### config.mk
export PLATFORM = sky130hd
export DESIGN_NAME = bus_arbiter
export DESIGN_NICKNAME = d
export VERILOG_FILES = /design/src/rtl/bus_arbiter.sv
export SDC_FILE = /design/constraint.sdc
export NUM_CORES = 1
export LEC_CHECK = 0
export ABC_AREA = 1
export BUFFER_PORTS_ARGS = -buffer_cell sky130_fd_sc_hd__buf_4
export CORE_MARGIN = 5
export CORE_UTILIZATION = 29
export CTS_BUF_LIST = sky130_fd_sc_hd__clkbuf_2
export DETAILED_ROUTE_END_ITERATION = 6
export MAX_ROUTING_LAYER = met4
export REMOVE_ABC_BUFFERS = 1
export SLEW_MARGIN = 25
export SYNTH_ARGS = -nofsm -noshare
export SYNTH_HDL_FRONTEND = slang
export SYNTH_SLANG_ARGS = --single-unit
### constraint.sdc
create_clock -name clk_i -period 1.7 [get_ports clk_i]
set_input_delay 0.34 -clock clk_i [delete_from_list [all_inputs] [get_ports clk_i]]
set_output_delay 0.34 -clock clk_i [all_outputs]
set_load 0.01 [all_outputs]
### src/rtl/bus_arbiter.sv
// Purpose: two-slot time-division arbiter that shares one RAM/IO bus between the SPI command engine (slot A) and the 6502 CPU (slot B).
// Latency: an MCU request is acked SLOT_CLOCKS..3*SLOT_CLOCKS clocks after it is sampled; cpu_en_o fires once every 2*SLOT_CLOCKS clocks; all outputs are registered.
// Backpressure: the MCU holds spi_cycle_i until spi_ack_o. cpu_halt_i idles the CPU slot; with CPU_SLOT_STEAL_EN defined, the idle CPU slot is lent to the MCU instead.
//
// Ports:
//   clk_i, reset_i                  clock and async active-high reset
//   spi_addr_i/_wr_data_i/_we_i     MCU request fields; spi_cycle_i is the request level; spi_ack_o is a 1-clock done pulse
//   cpu_addr_i/_wr_data_i/_we_i     CPU request fields; cpu_halt_i idles the CPU slot; cpu_en_o is the CPU cycle-enable pulse
//   rd_data_o                       last captured read data
//   ram_addr_o, ram_data_o          bus address and write data
//   ram_data_i, ram_data_oe_o       bus read data and write-data drive enable
//   ram_oe_no, ram_we_no            RAM strobes, active low
module bus_arbiter #(
  parameter int DATA_WIDTH  = 8,
  parameter int ADDR_WIDTH  = 17,
  parameter int SLOT_CLOCKS = 32
) (
  input  logic                  clk_i,
  input  logic                  reset_i,
  input  logic [ADDR_WIDTH-1:0] spi_addr_i,
  input  logic [DATA_WIDTH-1:0] spi_wr_data_i,
  input  logic                  spi_we_i,
  input  logic                  spi_cycle_i,
  output logic                  spi_ack_o,
  input  logic [ADDR_WIDTH-1:0] cpu_addr_i,
  input  logic [DATA_WIDTH-1:0] cpu_wr_data_i,
  input  logic                  cpu_we_i,
  input  logic                  cpu_halt_i,
  output logic                  cpu_en_o,
  output logic [DATA_WIDTH-1:0] rd_data_o,
  output logic [ADDR_WIDTH-1:0] ram_addr_o,
  output logic [DATA_WIDTH-1:0] ram_data_o,
  input  logic [DATA_WIDTH-1:0] ram_data_i,
  output logic                  ram_data_oe_o,
  output logic                  ram_oe_no,
  output logic                  ram_we_no
);

  localparam int PW = $clog2(2 * SLOT_CLOCKS);
  localparam logic [PW-1:0] LAST_PHASE = PW'(2 * SLOT_CLOCKS - 1);
  localparam logic [PW-1:0] SLOT_P     = PW'(SLOT_CLOCKS);
  localparam logic [PW-1:0] P_STRB_ON  = PW'(2);
  localparam logic [PW-1:0] P_WE_LAST  = PW'(SLOT_CLOCKS - 3);
  localparam logic [PW-1:0] P_RD_LAST  = PW'(SLOT_CLOCKS - 2);
  localparam logic [PW-1:0] P_END      = PW'(SLOT_CLOCKS - 1);

  typedef enum logic [1:0] {
    IDLE      = 2'd0,
    GRANT_SPI = 2'd1,
    GRANT_CPU = 2'd2
  } state_t;

  state_t        state;
  logic [PW-1:0] phase;
  logic [PW-1:0] phase_nxt;
  logic [PW-1:0] p_nxt;
  logic          slot_b_nxt;
  logic          we_q;
  logic          served;
  logic          busy;
  logic          spi_eligible;

  // Every registered output describes the cycle being entered, so all
  // decisions are made on the phase the counter is about to take.
  always_comb begin
    phase_nxt  = (phase == LAST_PHASE) ? '0 : phase + 1'b1;
    slot_b_nxt = (phase_nxt >= SLOT_P);
    p_nxt      = slot_b_nxt ? (phase_nxt - SLOT_P) : phase_nxt;
  end

  assign busy         = (state != IDLE);
  // served masks a request that is still high only because the upstream
  // clear lags its view of the ack by one clock.
  assign spi_eligible = spi_cycle_i && !served;

  always_ff @(posedge clk_i or posedge reset_i) begin
    if (reset_i) begin
      phase         <= '0;
      state         <= IDLE;
      we_q          <= 1'b0;
      served        <= 1'b0;
      spi_ack_o     <= 1'b0;
      cpu_en_o      <= 1'b0;
      rd_data_o     <= '0;
      ram_addr_o    <= '0;
      ram_data_o    <= '0;
      ram_data_oe_o <= 1'b0;
      ram_oe_no     <= 1'b1;
      ram_we_no     <= 1'b1;
    end else begin
      phase     <= phase_nxt;
      spi_ack_o <= 1'b0;
      cpu_en_o  <= 1'b0;
      if (!spi_cycle_i) begin
        served <= 1'b0;
      end

      if (p_nxt == '0) begin
        // Slot boundary: strobes off, grant decided and latched for the slot.
        ram_oe_no     <= 1'b1;
        ram_we_no     <= 1'b1;
        ram_data_oe_o <= 1'b0;
        if (!slot_b_nxt) begin
          if (spi_eligible) begin
            state      <= GRANT_SPI;
            we_q       <= spi_we_i;
            ram_addr_o <= spi_addr_i;
            ram_data_o <= spi_wr_data_i;
          end else begin
            state <= IDLE;
          end
        end else if (!cpu_halt_i) begin
          state      <= GRANT_CPU;
          we_q       <= cpu_we_i;
          ram_addr_o <= cpu_addr_i;
          ram_data_o <= cpu_wr_data_i;
        end
`ifdef CPU_SLOT_STEAL_EN
        else if (spi_eligible) begin
          state      <= GRANT_SPI;
          we_q       <= spi_we_i;
          ram_addr_o <= spi_addr_i;
          ram_data_o <= spi_wr_data_i;
        end
`endif
        else begin
          state <= IDLE;
        end
      end else begin
        // Data drive and OE span p=1..SLOT_CLOCKS-2; WE sits one clock
        // inside that window on both sides for address/data setup and hold.
        ram_oe_no     <= !(busy && !we_q && (p_nxt <= P_RD_LAST));
        ram_data_oe_o <= busy && we_q && (p_nxt <= P_RD_LAST);
        ram_we_no     <= !(busy && we_q && (p_nxt >= P_STRB_ON) && (p_nxt <= P_WE_LAST));
        if (p_nxt == P_END) begin
          if (busy && !we_q) begin
            rd_data_o <= ram_data_i;
          end
          if (state == GRANT_SPI) begin
            spi_ack_o <= 1'b1;
            if (spi_cycle_i) begin
              served <= 1'b1;
            end
          end
          cpu_en_o <= (state == GRANT_CPU);
        end
      end
    end
  end

endmodule

==> metrics <==
status=complete, no violations; global-route wire length before repair=roughly 11 mm; final worst slack=0.00770 ns; Starting Density=29.7%; hold_sp=ram_data_i[2]; area of the multi-input gates=1210 sq um; fraction of layout cells with a size suffix above 1=about two fifths; gpl congestion=~0.8; Setup TNS=0 ns; pin slew with the least headroom to its limit=0.454 ns; FF-to-FF setup slack=slightly below 0.008 ns; Final Total Pwr=2.17 mW; synthesis-stage register bit count=48; kind of critical path=flip-flop to flip-flop; Core Footprint=slightly above 8000 sq um; IO Count=about 100; static leakage power=roughly 2.0 nW; PD cells=589 nW/um^2; Worst Path Required=around 2.0 ns; Final min period=1.69 ns; initial antenna violation count=0; H-tree depth=2; Int Power=1.63 mW; floorplan row count=33; clk slew on worst S/H paths=0.26 ns; Die ar.=around 10000 sq um; Synth area leader=dfrtp_1; Remaining DRCs=0; RSZ-0062 raised after global routing=true; Setup Skew=between 0.02 and 0.025 ns; sequential share of power=a little under three fifths; Highest Signal Layer=met4; DP Cell Count=530; synthesized cell area=~2400 sq um; met3 WL post-DR=400 um; Clock Power Share=28.7%; Area Growth Syn to Fin=51.3%; share of the yosys chip area belonging to registers=49.3%; # fillers=between 800 and 900; Antenna Cells=0; WHS Path Cells=3; Hold/Removal Path Class=input pin to flip-flop; Final Routed Wirelength=about 7 mm; Die Ht=roughly 100 um; vias in the first global route=approximately 2500; hpwl dp=between 5 and 6 mm; WL met2=roughly 3.4 mm; post-route ant nets=0; clk buf depth=2; peak supply drop=around 280 uV; end of the worst register-to-register path=ram_addr_o[9]; TritonCTS clock tree=built; TritonCTS Buffers=5; largest net degree at the start of global routing=30; Comb power frac=between 15 and 20%; Max Cap Viol=0; die span in x=between 100 and 150 um; Non-Filler Instances=between 500 and 600; top cell type's share of synthesized area=47.2%; Yosys cell types=27; Avg Synthesized Cell Area=7.65 sq um; met1 wire length=between 2 and 3 mm; Nets=about 500; most frequent cells in the layout=nand2_1, buf_4, dfrtp_1; Net Switching=0.545 mW; clock sink count=48; Worst-Skew Late Latency=~0.44 ns; largest cells by area after synthesis=dfrtp_1, nand2_1, o21ai_0, nand4_1, ha_1; RR Startpoint=phase[0]; DR vias/cell=4.51; FMAX=~600 MHz; arrival time worst endpoint=between 2 and 2.5 ns; # setup viols final=0; fin crit share=99.5%; global route overflow=0; commonest non-fill, non-tap cell in the layout=nand2_1; Worst slew margin=69.6%; CP Launch Type=flip-flop; Worst Path Max Fanout=21; CTS root buf=clkbuf_2; Pre-antenna DRT Iters=4; Reg2Reg Depth=7; final number of hold-violating endpoints=0; Port Buffer Count=between 100 and 150; Slew Limit Fails=0; yosys warns=0; Crit. End Element=flip-flop; hold path endpoint=rd_data_o[2]; Detailed Route Iter0 Violations=93; switch share=between 20 and 30%; global-route usage over all layers=between 10% and 20%; Synth Instances=about 320; via count=roughly 2400; worst slack at placement=-0.114 ns; FF+latch area=1200 sq um; Wirelength per Cell=about 13 um
==> synth_stat cells <==
master / number
a21oi_1: 1
nand3_1: 12
inv_1: 12
buf_6: 2
ha_1: 5
nand3_2: 1
nor3_1: 1
clkbuf_2: 1
nor2_1: 10
nand3b_1: 1
clkinv_1: 2
or2_0: 1
buf_2: 6
nand2_1: 163
dfrtp_1: 46
o21a_1: 1
nor2_2: 1
o21ai_0: 28
nand4_4: 1
nand4_1: 13
dfstp_2: 2
and3_1: 1
nor2_4: 2
buf_4: 3
inv_2: 1
clkbuf_1: 1
nand2_2: 1
==> power groups by stage <==
| stage | Clock (mW) | Combinational (mW) | Sequential, mW |
|---|---|---|---|
| floorplan | 0 | 0.0849 | 1.25 |
| global placement | 0 | 0.327 | 1.23 |
| detailed placement | 0 | 0.332 | 1.24 |
| CTS | 0.649 | 0.335 | 1.22 |
| global route | 0.691 | 0.374 | 1.23 |
| finish | 0.625 | 0.333 | 1.22 |
==> how the worst max path moves through the flow <==
stage,startpoint,endpoint,slack (ns),cells past startpoint
final,phase[0],ram_addr_o[9],0.008,7
after global routing,phase[0],ram_data_o[0],-0.1,9
after CTS,phase[2],state[1],-0.01,8
after detailed placement,phase[0],rd_data_o[3],-0.11,9
after global placement,phase[0],rd_data_o[3],-0.02,9
after floorplan,phase[0],ram_addr_o[0],-0.40,10
==> worst max-delay path, stage by stage (launching register included) <==
cell and delay, ns:
dfrtp_1 0.46, ha_4 0.19, nand4_1 0.16, nand2_1 0.18
nand4_4 0.19, buf_12 0.21, o21ai_0 0.16, nand2_1 0.08
==> state kept, by name (all words and copies together) (netlist names) <==
signal / count
ram_data_o: 8
cpu_en_o: 1
spi_ack_o: 1
ram_data_oe_o: 1
we_q: 1
phase: 6
ram_oe_no: 1
served: 1
state: 2
rd_data_o: 8
ram_we_no: 1
ram_addr_o: 17
==> cell families after synthesis <==
kind of cell    Yosys count  share of synthesized area (%)
simple gates            208                           36.1
fa+ha+maj                 5                           2.56
flops                    48                           49.3
compound gates           30                           6.25
buf+inv                  28                           5.74
==> routing by layer <==
metal | vias up | track usage [%]
li1 | 1252 | -
met1 | 1115 | 17.7
met2 | 75 | 23.0
met3 | 7 | 3.58
met4 | 0 | 3.07
met5 | - | -
==> area by class of cell <==
| class | count | share of cell area (%) |
|---|---|---|
| clock inverter | 3 | 1.15 |
| inverter | 15 | 1.80 |
| clock buffer | 5 | 0.678 |
| sequential | 48 | 32.6 |
| tap | 105 | 3.56 |
| timing repair buffer | 124 | 27.4 |
| multi-input combinational | 243 | 32.8 |
==> metrics by stage <==
step           cell area [sq um]  utilization, %  hold WS (ns)
2_1_floorplan               2360               -         0.451
5_1_grt                     3690            45.0        0.0913
4_1_cts                     3560            43.3         0.105
6_report                    3690            45.0         0.128
3_3_place_gp                3430            41.8         0.367
3_5_place_dp                3430            41.8         0.382
==> timing repair <==
item / in CTS / in global routing
setup buffers: 1 / 3
endpoints found under the hold margin: 17 / 0
pin swaps: 1 / 9
resized for setup: 14 / 44
setup endpoints to repair: 40 / 38
hold buffers: 1 / 0
(Power assumes the default switching activity.)
